--- src/rtl/pulse_ctrl_pkg.sv ---
// Shared definitions for the pulse window measurement controller:
// state encoding and default counter widths.
package pulse_ctrl_pkg;

  localparam logic [1:0] ST_IDLE    = 2'd0;
  localparam logic [1:0] ST_MEASURE = 2'd1;
  localparam logic [1:0] ST_DONE    = 2'd2;

  localparam int DEF_CNT_W  = 16;
  localparam int DEF_WIN_W  = 24;
  localparam int DEF_DEAD_W = 8;

  typedef enum logic [1:0] {
    IDLE    = ST_IDLE,
    MEASURE = ST_MEASURE,
    DONE    = ST_DONE
  } state_t;

endpackage

--- src/rtl/pulse_window_ctrl_dead_time.sv ---
// Non-paralyzable dead-time filter: after an accepted pulse, later pulses are
// rejected until the dead counter has run down to zero.
module pulse_dead_time_filter #(
  parameter int DEAD_W = 8
) (
  input  logic              clk,
  input  logic              rst_n,
  input  logic              clear,
  input  logic              en,
  input  logic              pulse_in,
  input  logic [DEAD_W-1:0] dead_cyc,
  output logic              accept,
  output logic              reject
);

  logic [DEAD_W-1:0] dead_cnt;
  logic              dead_idle;

  assign dead_idle = (dead_cnt == '0);
  assign accept    = en & pulse_in & dead_idle;
  assign reject    = en & pulse_in & ~dead_idle;

  // Rejected pulses never reload the counter, so dead time is not extended.
  always_ff @(posedge clk or negedge rst_n) begin
    if (!rst_n) begin
      dead_cnt <= '0;
    end else if (clear) begin
      dead_cnt <= '0;
    end else if (en) begin
      if (accept)
        dead_cnt <= dead_cyc;
      else if (!dead_idle)
        dead_cnt <= dead_cnt - DEAD_W'(1);
    end
  end

endmodule

--- src/rtl/pulse_window_ctrl.sv ---
// Windowed pulse counter: gates the pulse source for window_len cycles, counts
// accepted/dead-time-rejected pulses and returns them on a valid/ready port.
module pulse_window_ctrl
  import pulse_ctrl_pkg::*;
#(
  parameter int CNT_W  = DEF_CNT_W,
  parameter int WIN_W  = DEF_WIN_W,
  parameter int DEAD_W = DEF_DEAD_W
) (
  input  logic              clk,
  input  logic              rst_n,
  input  logic              start,
  input  logic              abort,
  input  logic [WIN_W-1:0]  window_len,
  input  logic [DEAD_W-1:0] dead_cyc,
  input  logic              pulse_in,
  output logic              src_en,
  output logic              busy,
  output logic [CNT_W-1:0]  result_count,
  output logic [CNT_W-1:0]  result_dropped,
  output logic              result_ovf,
  output logic              result_valid,
  input  logic              result_ready
);

  // state   | meaning
  // IDLE    | waiting for start; results not valid
  // MEASURE | source enabled, window counting down, pulses filtered
  // DONE    | results held with result_valid until ready or abort
  state_t            state;
  logic [WIN_W-1:0]  win_cnt;
  logic [DEAD_W-1:0] dead_lat;
  logic              start_ok;
  logic              filt_en;
  logic              accept;
  logic              reject;

  assign start_ok = (state == IDLE) && start && !abort;
  assign filt_en  = (state == MEASURE) && !abort;

  pulse_dead_time_filter #(.DEAD_W(DEAD_W)) u_dead (
    .clk      (clk),
    .rst_n    (rst_n),
    .clear    (start_ok),
    .en       (filt_en),
    .pulse_in (pulse_in),
    .dead_cyc (dead_lat),
    .accept   (accept),
    .reject   (reject)
  );

  always_ff @(posedge clk or negedge rst_n) begin
    if (!rst_n) begin
      state          <= IDLE;
      win_cnt        <= '0;
      dead_lat       <= '0;
      result_count   <= '0;
      result_dropped <= '0;
      result_ovf     <= 1'b0;
      src_en         <= 1'b0;
      busy           <= 1'b0;
      result_valid   <= 1'b0;
    end else begin
      case (state)
        IDLE: begin
          if (start_ok) begin
            dead_lat       <= dead_cyc;
            result_count   <= '0;
            result_dropped <= '0;
            result_ovf     <= 1'b0;
            busy           <= 1'b1;
            if (window_len != '0) begin
              win_cnt <= window_len;
              src_en  <= 1'b1;
              state   <= MEASURE;
            end else begin
              result_valid <= 1'b1;
              state        <= DONE;
            end
          end
        end
        MEASURE: begin
          if (abort) begin
            src_en <= 1'b0;
            busy   <= 1'b0;
            state  <= IDLE;
          end else begin
            win_cnt <= win_cnt - WIN_W'(1);
            if (accept) begin
              if (result_count == '1)
                result_ovf <= 1'b1;
              else
                result_count <= result_count + CNT_W'(1);
            end
            if (reject && result_dropped != '1)
              result_dropped <= result_dropped + CNT_W'(1);
            // Last window cycle still counts its pulse; results are complete next cycle.
            if (win_cnt == WIN_W'(1)) begin
              src_en       <= 1'b0;
              result_valid <= 1'b1;
              state        <= DONE;
            end
          end
        end
        DONE: begin
          if (abort || result_ready) begin
            result_valid <= 1'b0;
            busy         <= 1'b0;
            state        <= IDLE;
          end
        end
        default: begin
          src_en       <= 1'b0;
          busy         <= 1'b0;
          result_valid <= 1'b0;
          state        <= IDLE;
        end
      endcase
    end
  end

endmodule

--- config.mk ---
export PLATFORM = sky130hd
export DESIGN_NAME = pulse_window_ctrl
export DESIGN_NICKNAME = d
export VERILOG_FILES = /design/src/rtl/pulse_ctrl_pkg.sv /design/src/rtl/pulse_window_ctrl_dead_time.sv /design/src/rtl/pulse_window_ctrl.sv
export SDC_FILE = /design/constraint.sdc
export NUM_CORES = 1
export LEC_CHECK = 0
export CORE_MARGIN = 2
export CORE_UTILIZATION = 29
export DETAILED_ROUTE_END_ITERATION = 6
export HOLD_SLACK_MARGIN = 0.08
export PLACE_DENSITY_LB_ADDON = 0.3
export SYNTH_ARGS = -nofsm -noshare
export SYNTH_HDL_FRONTEND = slang
export SYNTH_HIERARCHICAL = 1
export SYNTH_SLANG_ARGS = --single-unit
export TNS_END_PERCENT = 50
--- constraint.sdc ---
create_clock -name clk -period 2.95 [get_ports clk]
set_input_delay 0.7375 -clock clk [delete_from_list [all_inputs] [get_ports clk]]
set_output_delay 0.7375 -clock clk [all_outputs]
set_load 0.01 [all_outputs]
==> flow_summary.rst, run 1 <==
.. list-table::
   :header-rows: 1

   * - Metric
     - Value
   * - Ratio of final minimum period to clock period
     - 0.8765
   * - Die footprint
     - 16970 um^2
   * - Hold WC Path Type
     - in2async
   * - Number of H-tree levels
     - 3
   * - Floorplan core area
     - 15710 um^2
   * - Post-synth EDFFs
     - 0
   * - Number of maximum-capacitance violations
     - 0
   * - Worst Path Class, Setup
     - in2reg
   * - Tot Pwr
     - 3701 uW
   * - Headroom to the max-slew limit
     - 0.5563
   * - Reg-to-reg setup timing slack
     - 0.37 ns
   * - CTS sink count
     - 78
   * - Count of yosys warnings during synthesis
     - 6
   * - Wire length of the first global-routing pass
     - 21540 um
   * - Post-route ant nets
     - 0
   * - Largest delay contributor family on the critical path
     - simple AND/OR/NAND/NOR gates
   * - Die boundary width
     - 130.3 um
   * - Leakage power
     - 0.002340 uW
   * - Netlist cell types
     - 70
   * - Largest incremental delay on the critical path
     - 0.50 ns
   * - Share of flip-flops with an asynchronous set or reset
     - 1.000
   * - Sequential area share after synthesis
     - 0.4221
   * - Number of antenna violations at the first check in global routing
     - 0
   * - Total power density per cell area
     - 616.9 nW/um^2
   * - RSZ-0062 raised after global routing
     - false
   * - Reg2Reg Capture Point
     - result_count[11]
   * - Most frequent cells in the layout
     - 79 x nand2_1, 78 x dfrtp_1, 72 x clkdlybuf4s50_1
   * - Later-pin clock latency in the skew report
     - 0.34 ns
   * - CP Buf/Inv Count
     - 1
   * - Via count
     - 4402
   * - Clock slew at the register clock pins of the worst setup and hold paths
     - 0.06 ns
   * - Worst Max-Slew Pin Slew
     - 0.6655 ns
   * - Core Rows
     - 46
   * - Min Clock Period, post-route
     - 2.586 ns
   * - VDD IR-drop max
     - 0.3263 mV
   * - Largest net degree at the start of global routing
     - 50
   * - Share of post-route cells with drive strength above 1
     - 0.1027
   * - Critical-path cell list
     - clkdlybuf4s50_1 -> nor3b_4 -> nand2_1 -> nor3_4 -> and2_4 -> nand4_2 -> or3_1 -> a21oi_1
   * - Most frequent standard cell in the layout excluding fill and tap cells
     - nand2_1
   * - R2R depth
     - 8
   * - Number of fill cells in the layout
     - 1565
   * - DRC
     - 0
   * - Register bit total from synthesis
     - 78
   * - Total negative slack for setup checks
     - 0 ns
   * - Height of the die
     - 130.3 um
   * - Total wirelength of the detailed-routed design
     - 13020 um
   * - Max Fclk
     - 386.7 MHz
   * - GR Overflow Total
     - 0
   * - Post-cts repair resize count
     - 0
   * - Cell with the largest stage delay on the worst path
     - clkdlybuf4s50_1
   * - Net count after synthesis
     - 575
   * - Last weighted congestion value of the routability-driven placer
     - 0.8348
   * - Worst setup EP type
     - flip-flop
   * - R2R Path Start
     - u_dead/dead_cnt[0]
   * - Maximum net fanout on the critical path
     - 12
   * - Global-route usage over all layers
     - 0.1607
   * - Vias in the first global route
     - 4200
   * - Initial drt markers
     - 277
   * - Crit path arrival time
     - 2.85 ns
   * - CTS tree
     - yes
   * - Number of buffers created by CTS
     - 9
   * - Required time reported for the critical path endpoint
     - 3.22 ns
   * - Prevailing post-synth register cell
     - dfrtp_1
   * - Avg Vias per Cell
     - 5.247
   * - Number of failing hold endpoints at the final stage
     - 0
   * - Max Slew Vio Count
     - 0
   * - Starting density of the core
     - 0.2943
   * - Total Nets Final
     - 661
   * - Synthesized instance count
     - 532
   * - Antenna Diode Count
     - 0
   * - Setup Fix Bufs, Post-CTS
     - 0
   * - CP Launch Type
     - input port
   * - Root Driver
     - clkbuf_16
   * - Synth Cell Area
     - 4624 um^2
   * - Area growth, synth to finish
     - 29.73%
   * - Mapped Avg Cell Area
     - 8.693 um^2
   * - Count of input and output buffers
     - 73
   * - Maximum clock path buffer count
     - 2
   * - First-pass DRT Iterations
     - 5
   * - HPWL after detailed placement
     - 9349 um
   * - Io pins
     - 74
   * - Clk_skew
     - 0.006928 ns
   * - Setup Viol. Count Final
     - 0
   * - Number of gates on the worst path with buffers counted
     - 8
   * - Outcome
     - complete, no violations
   * - Hold-fix buffers, CTS
     - 0
   * - DR WL/cell
     - 15.52 um
## state kept, by name, summed over array words and instances (netlist names)
name / cells
busy: 1
dead_lat: 8
result_count: 16
result_dropped: 16
result_ovf: 1
result_valid: 1
src_en: 1
state: 2
u_dead/dead_cnt: 8
win_cnt: 24
## per-stage QoR
| stage | hold WS, ns | area (um^2) | std cells | worst slack (ns) | util |
|---|---|---|---|---|---|
| global route | 0.4850 | 6000 | 839 | 0.1644 | 0.3818 |
| finish | 0.4353 | 6000 | 839 | 0.3642 | 0.3818 |
| floorplan | 0.4369 | 4624 | 532 | 0.4774 | - |
| detailed placement | 0.4534 | 5712 | 823 | 0.002556 | 0.3635 |
| global placement | 0.4651 | 5712 | 823 | 0.1097 | 0.3635 |
| CTS | 0.4530 | 6000 | 839 | 0.3589 | 0.3818 |
## cells in the mapped netlist, types with 10 or more instances
| cell | n | area (um^2) |
|---|---|---|
| clkbuf_1 | 10 | 37.54 |
| dfrtp_1 | 78 | 1952 |
| nand3_1 | 25 | 125.1 |
| nor3_1 | 15 | 75.07 |
| nand4_1 | 15 | 93.84 |
| a21oi_1 | 42 | 210.2 |
| nor2_1 | 44 | 165.2 |
| nand2_1 | 79 | 296.5 |
| nor4_1 | 15 | 93.84 |
| o21ai_0 | 39 | 195.2 |
| or3_1 | 10 | 62.56 |
| xnor2_1 | 12 | 105.1 |
## cells by family after synthesis
kind of cell / synth area share
fa+ha+maj: 0.01353
buf+inv: 0.03625
mux: 0.01082
simple gates: 0.2822
flops: 0.4221
xor+xnor: 0.02462
compound gates: 0.2105
## worst max-delay path by stage
stage                      from                  to
after floorplan           abort    result_count[15]
after detailed placement  abort    result_count[11]
after global routing      abort  result_dropped[13]
final                     abort    result_count[11]
after global placement    abort    result_count[15]
after CTS                 abort    result_count[11]
## per-layer routing
layer,GRT usage,vias up,part of all wire
met5,0,-,0
li1,-,2150,-
met4,0.04807,0,0.011
met3,0.03444,17,0.062
met1,0.2226,2087,0.46
met2,0.2532,148,0.46
## cell type report
cell class,instances,area (um^2),area share
inverters,11,41.29,0.006882
multi-input cells,418,2505,0.4175
clock buffers,13,270.3,0.04505
flip-flops and latches,78,1952,0.3253
repair buffers,100,943.4,0.1572
well taps,216,270.3,0.04505
clock inverters,3,17.52,0.002920
## report_power, final
group          internal [uW]  total (uW)  switching [uW]
registers               1290        1550             265
clock network            637        1090             449
logic                    466        1060             598
No activity file was read; power rests on OpenSTA's default activity.
==> inputs of run 2 (changes only) <==
--- a/config.mk
+++ b/config.mk
@@ -9,7 +9,8 @@
 export CORE_UTILIZATION = 29
 export DETAILED_ROUTE_END_ITERATION = 6
 export HOLD_SLACK_MARGIN = 0.08
-export PLACE_DENSITY_LB_ADDON = 0.3
+export MAX_ROUTING_LAYER = met4
+export PLACE_DENSITY = 0.55
 export SYNTH_ARGS = -nofsm -noshare
 export SYNTH_HDL_FRONTEND = slang
 export SYNTH_HIERARCHICAL = 1
==> run 2 against run 1 <==
Sequential share of layout area is 0.12 points lower. Non-clock buffer count is 1 higher. Total power is 0.24% higher. Critical endpoint is now result_count[15]. Largest power group unchanged.
==> flow_summary.rst, run 2 (synthesis gave the netlist of run 1 again) <==
.. list-table::
   :header-rows: 1

   * - Metric
     - Value
   * - Antenna Diode Count
     - 0 (unchanged)
   * - Maximum net fanout on the critical path
     - 12 (unchanged)
   * - Total wirelength of the detailed-routed design
     - 13050 um (was 13020 um)
   * - Initial drt markers
     - 323 (was 277)
   * - Worst setup EP type
     - flip-flop (unchanged)
   * - Max Fclk
     - 388.2 MHz (was 386.7 MHz)
   * - Starting density of the core
     - 0.2943 (unchanged)
   * - Last weighted congestion value of the routability-driven placer
     - 0.8415 (was 0.8348)
   * - Total Nets Final
     - 662 (was 661)
   * - Total negative slack for setup checks
     - 0 ns (unchanged)
   * - RSZ-0062 raised after global routing
     - false (unchanged)
   * - Setup Fix Bufs, Post-CTS
     - 0 (unchanged)
   * - GR Overflow Total
     - 0 (unchanged)
   * - Post-cts repair resize count
     - 0 (unchanged)
   * - Top reg by flops
     - win_cnt (unchanged)
   * - Largest net degree at the start of global routing
     - 47 (was 50)
   * - HPWL after detailed placement
     - 9425 um (was 9349 um)
   * - Maximum clock path buffer count
     - 2 (unchanged)
   * - Max Slew Vio Count
     - 0 (unchanged)
   * - R2R Path Start
     - u_dead/dead_cnt[0] (unchanged)
   * - Crit path arrival time
     - 2.84 ns (was 2.85 ns)
   * - Number of maximum-capacitance violations
     - 0 (unchanged)
   * - Most frequent standard cell in the layout excluding fill and tap cells
     - nand2_1 (unchanged)
   * - Die footprint
     - 16970 um^2 (unchanged)
   * - Avg Vias per Cell
     - 5.284 (was 5.247)
   * - Setup Viol. Count Final
     - 0 (unchanged)
   * - Worst Max-Slew Pin Slew
     - 0.6340 ns (was 0.6655 ns)
   * - DR WL/cell
     - 15.57 um (was 15.52 um)
   * - Min Clock Period, post-route
     - 2.576 ns (was 2.586 ns)
   * - Sequential cell area
     - 1952 um^2 (unchanged)
   * - Hold-fix buffers, CTS
     - 0 (unchanged)
   * - Required time reported for the critical path endpoint
     - 3.21 ns (was 3.22 ns)
   * - Number of antenna violations at the first check in global routing
     - 0 (unchanged)
   * - First-pass DRT Iterations
     - 5 (unchanged)
   * - CP Launch Type
     - flip-flop (was input port)
   * - Die boundary width
     - 130.3 um (unchanged)
   * - Io pins
     - 74 (unchanged)
   * - Vias in the first global route
     - 4201 (was 4200)
   * - Area occupied by multi-input gates
     - 2505 um^2 (unchanged)
   * - Root Driver
     - clkbuf_16 (unchanged)
   * - Via count
     - 4428 (was 4402)
   * - Global-route usage over all layers
     - 0.1660 (was 0.1607)
   * - Number of failing hold endpoints at the final stage
     - 0 (unchanged)
   * - Largest incremental delay on the critical path
     - 0.52 ns (was 0.50 ns)
   * - Launch point of the critical path
     - u_dead/dead_cnt[0] (was abort)
   * - Headroom to the max-slew limit
     - 0.5774 (was 0.5563)
   * - Worst Path Class, Setup
     - reg2reg (was in2reg)
   * - Height of the die
     - 130.3 um (unchanged)
   * - Dpl cell area
     - 5744 um^2 (was 5712 um^2)
   * - Clk_skew
     - 0.007851 ns (was 0.006928 ns)
   * - Number of H-tree levels
     - 3 (unchanged)
   * - Wire length of the first global-routing pass
     - 21580 um (was 21540 um)
   * - Ratio of final minimum period to clock period
     - 0.8731 (was 0.8765)
   * - Area growth, synth to finish
     - 30.22% (was 29.73%)
   * - Share of post-route cells with drive strength above 1
     - 0.1029 (was 0.1027)
   * - Largest register FFs
     - 24 (unchanged)
   * - Floorplan core area
     - 15710 um^2 (unchanged)
   * - Cell with the largest stage delay on the worst path
     - or4b_4 (was clkdlybuf4s50_1)
   * - Post-route ant nets
     - 0 (unchanged)
   * - VDD IR-drop max
     - 0.2966 mV (was 0.3263 mV)
   * - CTS tree
     - yes (unchanged)
   * - DRC
     - 0 (unchanged)
   * - Clock slew at the register clock pins of the worst setup and hold paths
     - 0.06 ns (about the same)
   * - Number of buffers created by CTS
     - 9 (unchanged)
   * - Hold WC Path Type
     - in2async (unchanged)
   * - Later-pin clock latency in the skew report
     - 0.34 ns (about the same)
   * - Count of input and output buffers
     - 73 (unchanged)
   * - Total power density per cell area
     - 616.0 nW/um^2 (was 616.9 nW/um^2)
   * - Number of fill cells in the layout
     - 1599 (was 1565)
   * - Critical-path cell list
     - inv_1 -> ha_1 -> or4b_4 -> nor3_4 -> and2_4 -> nand4_2 -> or3_1 -> a21oi_1 (was clkdlybuf4s50_1 -> nor3b_4 -> nand2_1 -> nor3_4 -> and2_4 -> nand4_2 -> or3_1 -> a21oi_1)
   * - Most frequent cells in the layout
     - 79 x nand2_1, 78 x dfrtp_1, 72 x clkdlybuf4s50_1 (unchanged)
   * - Fin area
     - 6022 um^2 (was 6000 um^2)
   * - Outcome
     - complete, no violations (unchanged)
   * - Leakage power
     - 0.002351 uW (was 0.002340 uW)
   * - CTS sink count
     - 78 (unchanged)
   * - Core Rows
     - 46 (unchanged)
   * - Registers with the highest flip-flop counts
     - win_cnt x24, result_count x16, result_dropped x16 (unchanged)
run 2: cell types whose count changed in the layout (fill, tap and decap cells not counted):
cell,before,now
buf_12,1,3
buf_4,27,26
bufinv_16,0,1
clkbuf_1,1,0
clkbuf_8,3,0
clkinv_2,2,3
run 2: final cells by class:
type | instances | share of cell area
timing repair buffer | 101 | 0.1621
multi-input combinational | 418 | 0.4160
tap | 216 | 0.04488
inverter | 11 | 0.006856
clock inverter | 5 | 0.008726
clock buffer | 9 | 0.03740
sequential | 78 | 0.3241
run 2: routing by layer:
metal	up-vias	wire length, um	track usage
met4	0	122	0.04238
met1	2132	5991	0.2207
li1	2152	-	-
met3	11	873	0.04428
met2	133	6059	0.2519
met5	-	0	-
run 2: report_power, final:
part / switching [uW] / internal (uW) / total [uW]
logic: 605 / 474 / 1080
clock network: 433 / 641 / 1070
registers: 270 / 1290 / 1560
run 2: final timing paths:
kind / end / slack [ns] / cells after the start
setup / recovery: result_count[15] / 0.37 / 8
hold / removal: result_dropped[9] / 0.43 / 1
setup reg to reg: result_count[15] / 0.37 / 8
hold reg to reg: dead_lat[1] / 0.50 / 2
max in group asynchronous: result_count[15] / 1.92 / 2
min in group clk: dead_lat[1] / 0.50 / 2
run 2: through the flow:
| step | hold slack (ns) | setup WS (ns) | power (uW) | utilization | std cells |
|---|---|---|---|---|---|
| after global placement | 0.4662 | 0.08867 | 2614 | 0.3656 | 824 |
| after CTS | 0.4414 | 0.3778 | 3737 | 0.3833 | 838 |
| after floorplan | 0.4369 | 0.4774 | 2262 | - | 532 |
| after global routing | 0.4766 | 0.2047 | 3974 | 0.3833 | 838 |
| final | 0.4273 | 0.3743 | 3710 | 0.3833 | 838 |
| after detailed placement | 0.4737 | 0.03951 | 2638 | 0.3656 | 824 |
run 2: worst max-delay path, delay by kind of cell (launching register included):
family | cells | cell delay [ns]
flip-flops | 1 | 0.42
AO/OA/AOI/OAI | 1 | 0.15
AND/OR/NAND/NOR | 5 | 1.58
buffers and inverters | 1 | 0.09
adder cells (fa/ha/maj) | 1 | 0.25
